<file path="config.mk">
export PLATFORM = sky130hd
export DESIGN_NAME = regfile_mp_sb
export DESIGN_NICKNAME = d
export VERILOG_FILES = /design/src/rtl/regfile_mp_sb.sv
export SDC_FILE = /design/constraint.sdc
export NUM_CORES = 2
export LEC_CHECK = 0
export CAP_MARGIN = 15
export CORE_MARGIN = 2
export CORE_UTILIZATION = 34
export CTS_BUF_LIST = sky130_fd_sc_hd__clkbuf_8
export DETAILED_ROUTE_END_ITERATION = 16
export GPL_TIMING_DRIVEN = 0
export SETUP_SLACK_MARGIN = 0.2
export SLEW_MARGIN = 20
export SYNTH_ARGS = -nofsm -noshare
export SYNTH_HDL_FRONTEND = slang
export SYNTH_SLANG_ARGS = --single-unit
</file>
<file path="constraint.sdc">
create_clock -name clk -period 6.79 [get_ports clk]
set_clock_uncertainty 0.1 [all_clocks]
set_input_delay 1.358 -clock clk [delete_from_list [all_inputs] [get_ports clk]]
set_output_delay 1.358 -clock clk [all_outputs]
set_load 0.1 [all_outputs]
</file>
<file path="src/rtl/regfile_mp_sb.sv">
// ---------------------------------------------------------------------------
// regfile_mp_sb
//   Multi-port integer register file for the ID stage. It has combinational
//   read ports with optional same-cycle write-through bypass. It also keeps a
//   per-register busy scoreboard, which the hazard unit uses to stall on
//   sources that still have a producer in flight.
//
// Ports
//   clk        in   rising-edge clock
//   reset      in   synchronous, active-high; clears registers and busy bits
//   rd_addr    in   NUM_RD*AW    read addresses, port i at [i*AW +: AW]
//   rd_data    out  NUM_RD*XLEN  read data, port i at [i*XLEN +: XLEN]
//   rd_busy    out  NUM_RD       source of port i has a pending producer
//   wr_en      in   NUM_WR       write enable per write port
//   wr_addr    in   NUM_WR*AW    write destination per port
//   wr_data    in   NUM_WR*XLEN  write data per port
//   iss_valid  in   1            instruction issued with a destination
//   iss_rd     in   AW           destination marked busy on issue
//   busy_vec   out  NUM_REGS     registered scoreboard, bit r = reg r pending
//
// Register 0 is hardwired to zero and is never busy.
// ---------------------------------------------------------------------------
module regfile_mp_sb #(
    parameter int XLEN     = 32,
    parameter int NUM_REGS = 32,
    parameter int NUM_RD   = 2,
    parameter int NUM_WR   = 1,
    parameter int BYPASS   = 1,
    localparam int AW      = $clog2(NUM_REGS)
) (
    input  logic                     clk,
    input  logic                     reset,
    input  logic [NUM_RD*AW-1:0]     rd_addr,
    output logic [NUM_RD*XLEN-1:0]   rd_data,
    output logic [NUM_RD-1:0]        rd_busy,
    input  logic [NUM_WR-1:0]        wr_en,
    input  logic [NUM_WR*AW-1:0]     wr_addr,
    input  logic [NUM_WR*XLEN-1:0]   wr_data,
    input  logic                     iss_valid,
    input  logic [AW-1:0]            iss_rd,
    output logic [NUM_REGS-1:0]      busy_vec
);

    localparam bit BYP_EN = (BYPASS != 0);

    logic [NUM_REGS-1:0][XLEN-1:0] regs_q, regs_d;
    logic [NUM_REGS-1:0]           busy_q, busy_d;

    logic [AW-1:0]   wr_addr_a [NUM_WR];
    logic [XLEN-1:0] wr_data_a [NUM_WR];

    for (genvar w = 0; w < NUM_WR; w++) begin : g_wr_unpack
        assign wr_addr_a[w] = wr_addr[w*AW +: AW];
        assign wr_data_a[w] = wr_data[w*XLEN +: XLEN];
    end

    // Next state for the array and the scoreboard. The write ports are
    // walked in ascending order, so the highest-index port wins when two
    // ports collide. The issue mark is applied after the writeback clears.
    // That lets a newer producer keep the register busy when it issues in
    // the same cycle that the older one writes back.
    always_comb begin
        regs_d = regs_q;
        busy_d = busy_q;
        if (reset) begin
            regs_d = '0;
            busy_d = '0;
        end else begin
            for (int w = 0; w < NUM_WR; w++) begin
                if (wr_en[w] && (wr_addr_a[w] != '0)) begin
                    regs_d[wr_addr_a[w]] = wr_data_a[w];
                    busy_d[wr_addr_a[w]] = 1'b0;
                end
            end
            if (iss_valid) begin
                busy_d[iss_rd] = 1'b1;
            end
            regs_d[0] = '0;
            busy_d[0] = 1'b0;
        end
    end

    always_ff @(posedge clk) begin
        regs_q <= regs_d;
        busy_q <= busy_d;
    end

    assign busy_vec = busy_q;

    for (genvar i = 0; i < NUM_RD; i++) begin : g_rd
        logic [AW-1:0]   addr;
        logic [XLEN-1:0] data;
        logic            hit;

        assign addr = rd_addr[i*AW +: AW];

        // A write-through hit also hides the busy bit. The value the reader
        // waits for is already on this port, so it does not need to stall.
        // Bypass is held off during reset because that write never commits.
        always_comb begin
            data = regs_q[addr];
            hit  = 1'b0;
            if (BYP_EN && !reset && (addr != '0)) begin
                for (int w = 0; w < NUM_WR; w++) begin
                    if (wr_en[w] && (wr_addr_a[w] == addr)) begin
                        data = wr_data_a[w];
                        hit  = 1'b1;
                    end
                end
            end
            if (addr == '0) begin
                data = '0;
            end
        end

        assign rd_data[i*XLEN +: XLEN] = data;
        assign rd_busy[i]              = busy_q[addr] && !hit;
    end

endmodule

</file>
; After elaboration in Yosys (flattened, before gate mapping)
; Cells that the tools add are included.
[totals]
output_inout_bits = 98
reg_bits = 1056
in_bits = 56
[classes]
eq_ne = 2
order_cmp = 6
n_reduce_logical = 17
n_bitwise = 3
mux = 28
[op_table]
columns = op, n
row1 = $bwmux W1024, 1
row2 = $mux W32, 12
row3 = $bmux W32 S5, 2
row4 = $demux W32 S5, 1
row5 = $and A32 B32 Y32, 1
row6 = $not A32 Y32, 1
row7 = $or A32 B32 Y32, 1
row8 = $lt A5 B6 Y1 const B, 4
row9 = $reduce_bool A5 Y1, 3
row10 = $bmux W1 S5, 2
row11 = $demux W1 S5, 2
row12 = $eq A5 B5 Y1, 2
row13 = $ge A5 B1 Y1 const B, 2
row14 = $logic_not A5 Y1, 2
row15 = $logic_and A1 B1 Y1, 9
row16 = $mux W1, 8
row17 = $logic_not A1 Y1, 3

; Longest topological paths before layout
[depth]
depth_word = 10
ltp_mapped = 10
ltp_nobuf = 6

; Worst setup path before layout
; OpenSTA, ideal clock, no wires.
[synth_path]
kind = input to output
startpoint = in rd_addr[5]
endpoint = out rd_data[47]
n_path_buf = 5
arrival_time_ns = 4.782
path_stages = 9
t_required_ns = 5.332
slack_ns = 0.550
path_cell_list = buf_6 buf_12 buf_12 buf_8 buf_6 mux2i_1 a221oi_2 o22ai_1 o31ai_1
[synth_via]
elab_chain_cells = 5
word_cells_on_any_way = 10
classes_between = 1 x eq/ne / 5 x mux / 4 x reduce/logical
[synth_lines]
columns = element, line_no
row1 = from (decl), 33  ; input logic [NUM_RD*AW-1:0] rd_addr,
row2 = $bmux W32 S5 or $eq A5 B5 Y1 (tied branches), "101, 105"
row3 = $mux W32 (not written as such) or $logic_and A1 B1 Y1 (tied branches), "101, 105"
row4 = $mux W32, 105  ; if (wr_en[w] && (wr_addr_a[w] == addr)) begin
row5 = $mux W32, 103  ; if (BYP_EN && !reset && (addr != '0)) begin
row6 = $mux W32 *, 111  ; if (addr == '0) begin
row7 = to (decl), 34  ; output logic [NUM_RD*XLEN-1:0] rd_data,
; Mark *: on every way between the ends. The rest lies on a longest branch, timed or not. The select of a mux whose other input is x is not followed.

; Worst setup path in the final report
[layout_path]
startpoint = in rd_addr[8]
endpoint = out rd_data[51]
; The elaborated chain is that of the path after synthesis.

==> results.json <==
{
  "p_per_area_nw_per_um2": 234.8,
  "core_area_um2": 157800,
  "drtIter0Drc": 9096,
  "netlist_top_cells_count": "2074 x nand2_1, 1091 x a21oi_1, 1023 x dfxtp_1",
  "antenna_found_initial": 26,
  "grt.overflow.total": 0,
  "crit_family": "buffers and inverters",
  "violations": "negative setup slack",
  "p_sw_share_pct": 33.00,
  "wl_per_cell_um": 33.14,
  "die-area_um2": 161700,
  "crit_path_end_kind": "primary output",
  "critPathKind": "input pin to primary output",
  "holdWs_ns": 0.3654,
  "syn_avg_cell_area_um2": 8.233,
  "pwr-share-seq_pct": 41.8,
  "fmax_mhz": 144.4,
  "hold_path.class": "register to register",
  "worst-path-max-fanout": 10,
  "cts_tree": "yes",
  "leakage_nw": 21.46,
  "required_ns": 5.33,
  "max_cap_viol_count": 0,
  "yosys_register_bits": 1023,
  "clockBufferDepth": 3,
  "place.detailed.hpwl_um": 226700,
  "clockRootBuffer": "clkbuf_8",
  "r2r_start": "busy_vec[31]$_SDFF_PP0_",
  "synth_ff_type": "dfxtp_1",
  "status": "complete, but fails checks",
  "min_from": "regs_q[251]$_SDFFE_PP0P_",
  "track_usage_pct": 35.79,
  "netlist.area_leader.share_pct": 38.01,
  "r2r-end": "busy_vec[31]$_SDFF_PP0_",
  "finalSetupViolCount": 3,
  "relSlewSlack_pct": 9.977,
  "p_switching_mw": 4.809,
  "cts_hold_buf": 0,
  "crit_buf_inv": 4,
  "num_vias": 56180,
  "reg2reg_slack_ns": 5.60,
  "cp_data_arrival_time_ns": 5.47,
  "crit_top_cell": "buf_2",
  "pwr-share-clk_pct": 42.3,
  "die_h_um": 402.1,
  "drive_gt1_share_pct": 15.13,
  "internal_power_mw": 9.764,
  "yosysMostFrequentCell": "nand2_1",
  "clk-insertion-delay-late_ns": 0.98,
  "crit_slowest_cell": "nor3_2",
  "clk_pin_slew_ns": 0.06,
  "start_util_pct": 34.14,
  "num-nets-final": 6912,
  "rsz0062_at_grt": "true",
  "synth_fp_nets": 6600,
  "yosysUniqueCellTypes": 64,
  "cts_made_buffers": 185,
  "holdPathEnd": "regs_q[251]$_SDFFE_PP0P_",
  "yosys_warnings": 0,
  "pin_count": 154,
  "final_core_util_pct": 39.32,
  "drc_errors": 0,
  "viasPerCell": 6.178,
  "grt_max_degree": 17,
  "whs_path_depth": 2,
  "cp_cell_sequence": "buf_2 > buf_2 > clkbuf_2 > nand2_1 > nor3_2 > nor3_1 > a21oi_2 > buf_2",
  "seq_area_frac_synth_pct": 38.01,
  "slew_violations": 0,
  "port_buffers": 114,
  "ant_nets": 0,
  "pwr-share-comb_pct": 16.0,
  "layout_min_cycle_time_ns": 6.927,
  "synth_area_um2": 53880,
  "ys_top_cells_by_area": "dfxtp_1 38%, nand2_1 14%, a21oi_1 10%, mux2i_1 10%, mux4_2 7.9%",
  "grt_pass1_vias": 51300,
  "cp-start-kind": "input pin",
  "place_congestion": 1.056,
  "yosysTopAreaCell": "dfxtp_1",
  "routed_wl_um": 301400,
  "synthCells": 6544,
  "fin_crit_sh_pct": 102.0,
  "async_reset_ff_share_pct": 0,
  "area_growth_pct": 15.19,
  "dr.pass1.iters": 9,
  "slowest_delay_ns": 0.79,
  "rows": 146,
  "setup_slack_ns": -0.1366,
  "hold_violations": 0,
  "grt_first_pass_wirelength_um": 407000,
  "ctsHtreeMaxLevel": 4,
  "die_w_um": 402.1,
  "worstMarginPinSlew_ns": 1.345,
  "rr_worst_depth": 2,
  "clock_sinks": 1023,
  "vdd_ir_drop_max_uv": 171.3,
  "synth_edf_count": 0
}
## metrics by stage
step	setup WS, ns	cells	TNS (ns)	instance area, um2	total power [mW]
finish	-0.1366	9093	-0.1880	62060	14.57
global route	0.1821	9079	0	62020	14.79
CTS	0.09655	9077	0	61920	14.40
detailed placement	-1.376	8741	-57.39	57820	8.404
global placement	-1.832	8730	-59.74	57610	8.391
floorplan	0.5502	6544	0	53880	7.474
## repair_timing
item	CTS	global route
endpoints found under the setup margin	66	42
gates resized for setup	350	56
pin swaps	0	2
setup buffers	0	0
## flip-flops by register name (all words and copies together) (netlist names)
name      flops
regs_q      992
busy_vec     31
## how the worst max path moves through the flow
| stage | start | to | slack (ns) | cells after the start |
|---|---|---|---|---|
| 3_3_place_gp | rd_addr[6] | rd_data[51] | -1.83 | 10 |
| 5_1_grt | rd_addr[6] | rd_data[53] | 0.18 | 10 |
| 3_5_place_dp | rd_addr[9] | rd_data[32] | -1.38 | 8 |
| 6_report | rd_addr[8] | rd_data[51] | -0.14 | 8 |
| 4_1_cts | rd_addr[6] | rd_data[32] | 0.1 | 10 |
| 2_1_floorplan | rd_addr[5] | rd_data[47] | 0.55 | 9 |
## placed cells by master (no fill, tap or decap), types with 95 or more instances in the layout
cell type | Yosys | layout
a221oi_1 | 113 | 109
a21oi_1 | 1091 | 1088
inv_1 | 28 | 95
mux4_2 | 190 | 190
buf_2 | 143 | 153
dfxtp_1 | 1023 | 1023
clkbuf_8 | 0 | 239
mux2i_1 | 539 | 539
nand2_1 | 2074 | 2073
clkbuf_1 | 463 | 430
a22oi_1 | 161 | 160
mux2_2 | 133 | 133
## metal layers
metal	part of all wire, %	global-route usage (%)	vias up
li1	-	-	23470
met2	41	50.74	4318
met3	14	14.25	933
met1	38	45.53	27440
met4	6.6	21.20	16
met5	0.034	0	-
## worst reg2reg max path: stages, from the launching register on
cell and delay (ns):
dfxtp_1 0.68, a22oi_1 0.23, nor2_1 0.12
## power groups by stage
stage	registers [mW]	logic [mW]	clock network, mW
after floorplan	6.22	1.25	0
after global placement	6.21	2.18	0
after detailed placement	6.22	2.19	0
after CTS	6.09	2.20	6.12
after global routing	6.09	2.30	6.39
final	6.09	2.33	6.16
## cell type report
| type | count | area [um2] |
|---|---|---|
| Fill cell | 16420 | 95770 |
| Multi-Input combinational cell | 4803 | 30620 |
| Sequential cell | 1023 | 20480 |
| Clock buffer | 239 | 3289 |
| Buffer | 690 | 3263 |
| Tap cell | 2072 | 2592 |
| Timing Repair Buffer | 125 | 1186 |
| Clock inverter | 97 | 486.7 |
| Inverter | 28 | 105.1 |
| Antenna cell | 16 | 40.04 |
## kinds of logic (layout without fill, tap and decap cells)
kind of cell              after synthesis  after routing  synth area share, %
DFF                                  1023           1023                38.01
other                                   1             17             0.006960
muxes                                 862            862                20.74
and+or+nand+nor                      2310           2310                16.89
xor gates and xnor gates               10             10               0.1626
buffers and inverters                 718           1179                6.122
AOI/OAI and AO/OA                    1620           1620                18.07
No activity file was read; power rests on OpenSTA's default activity.
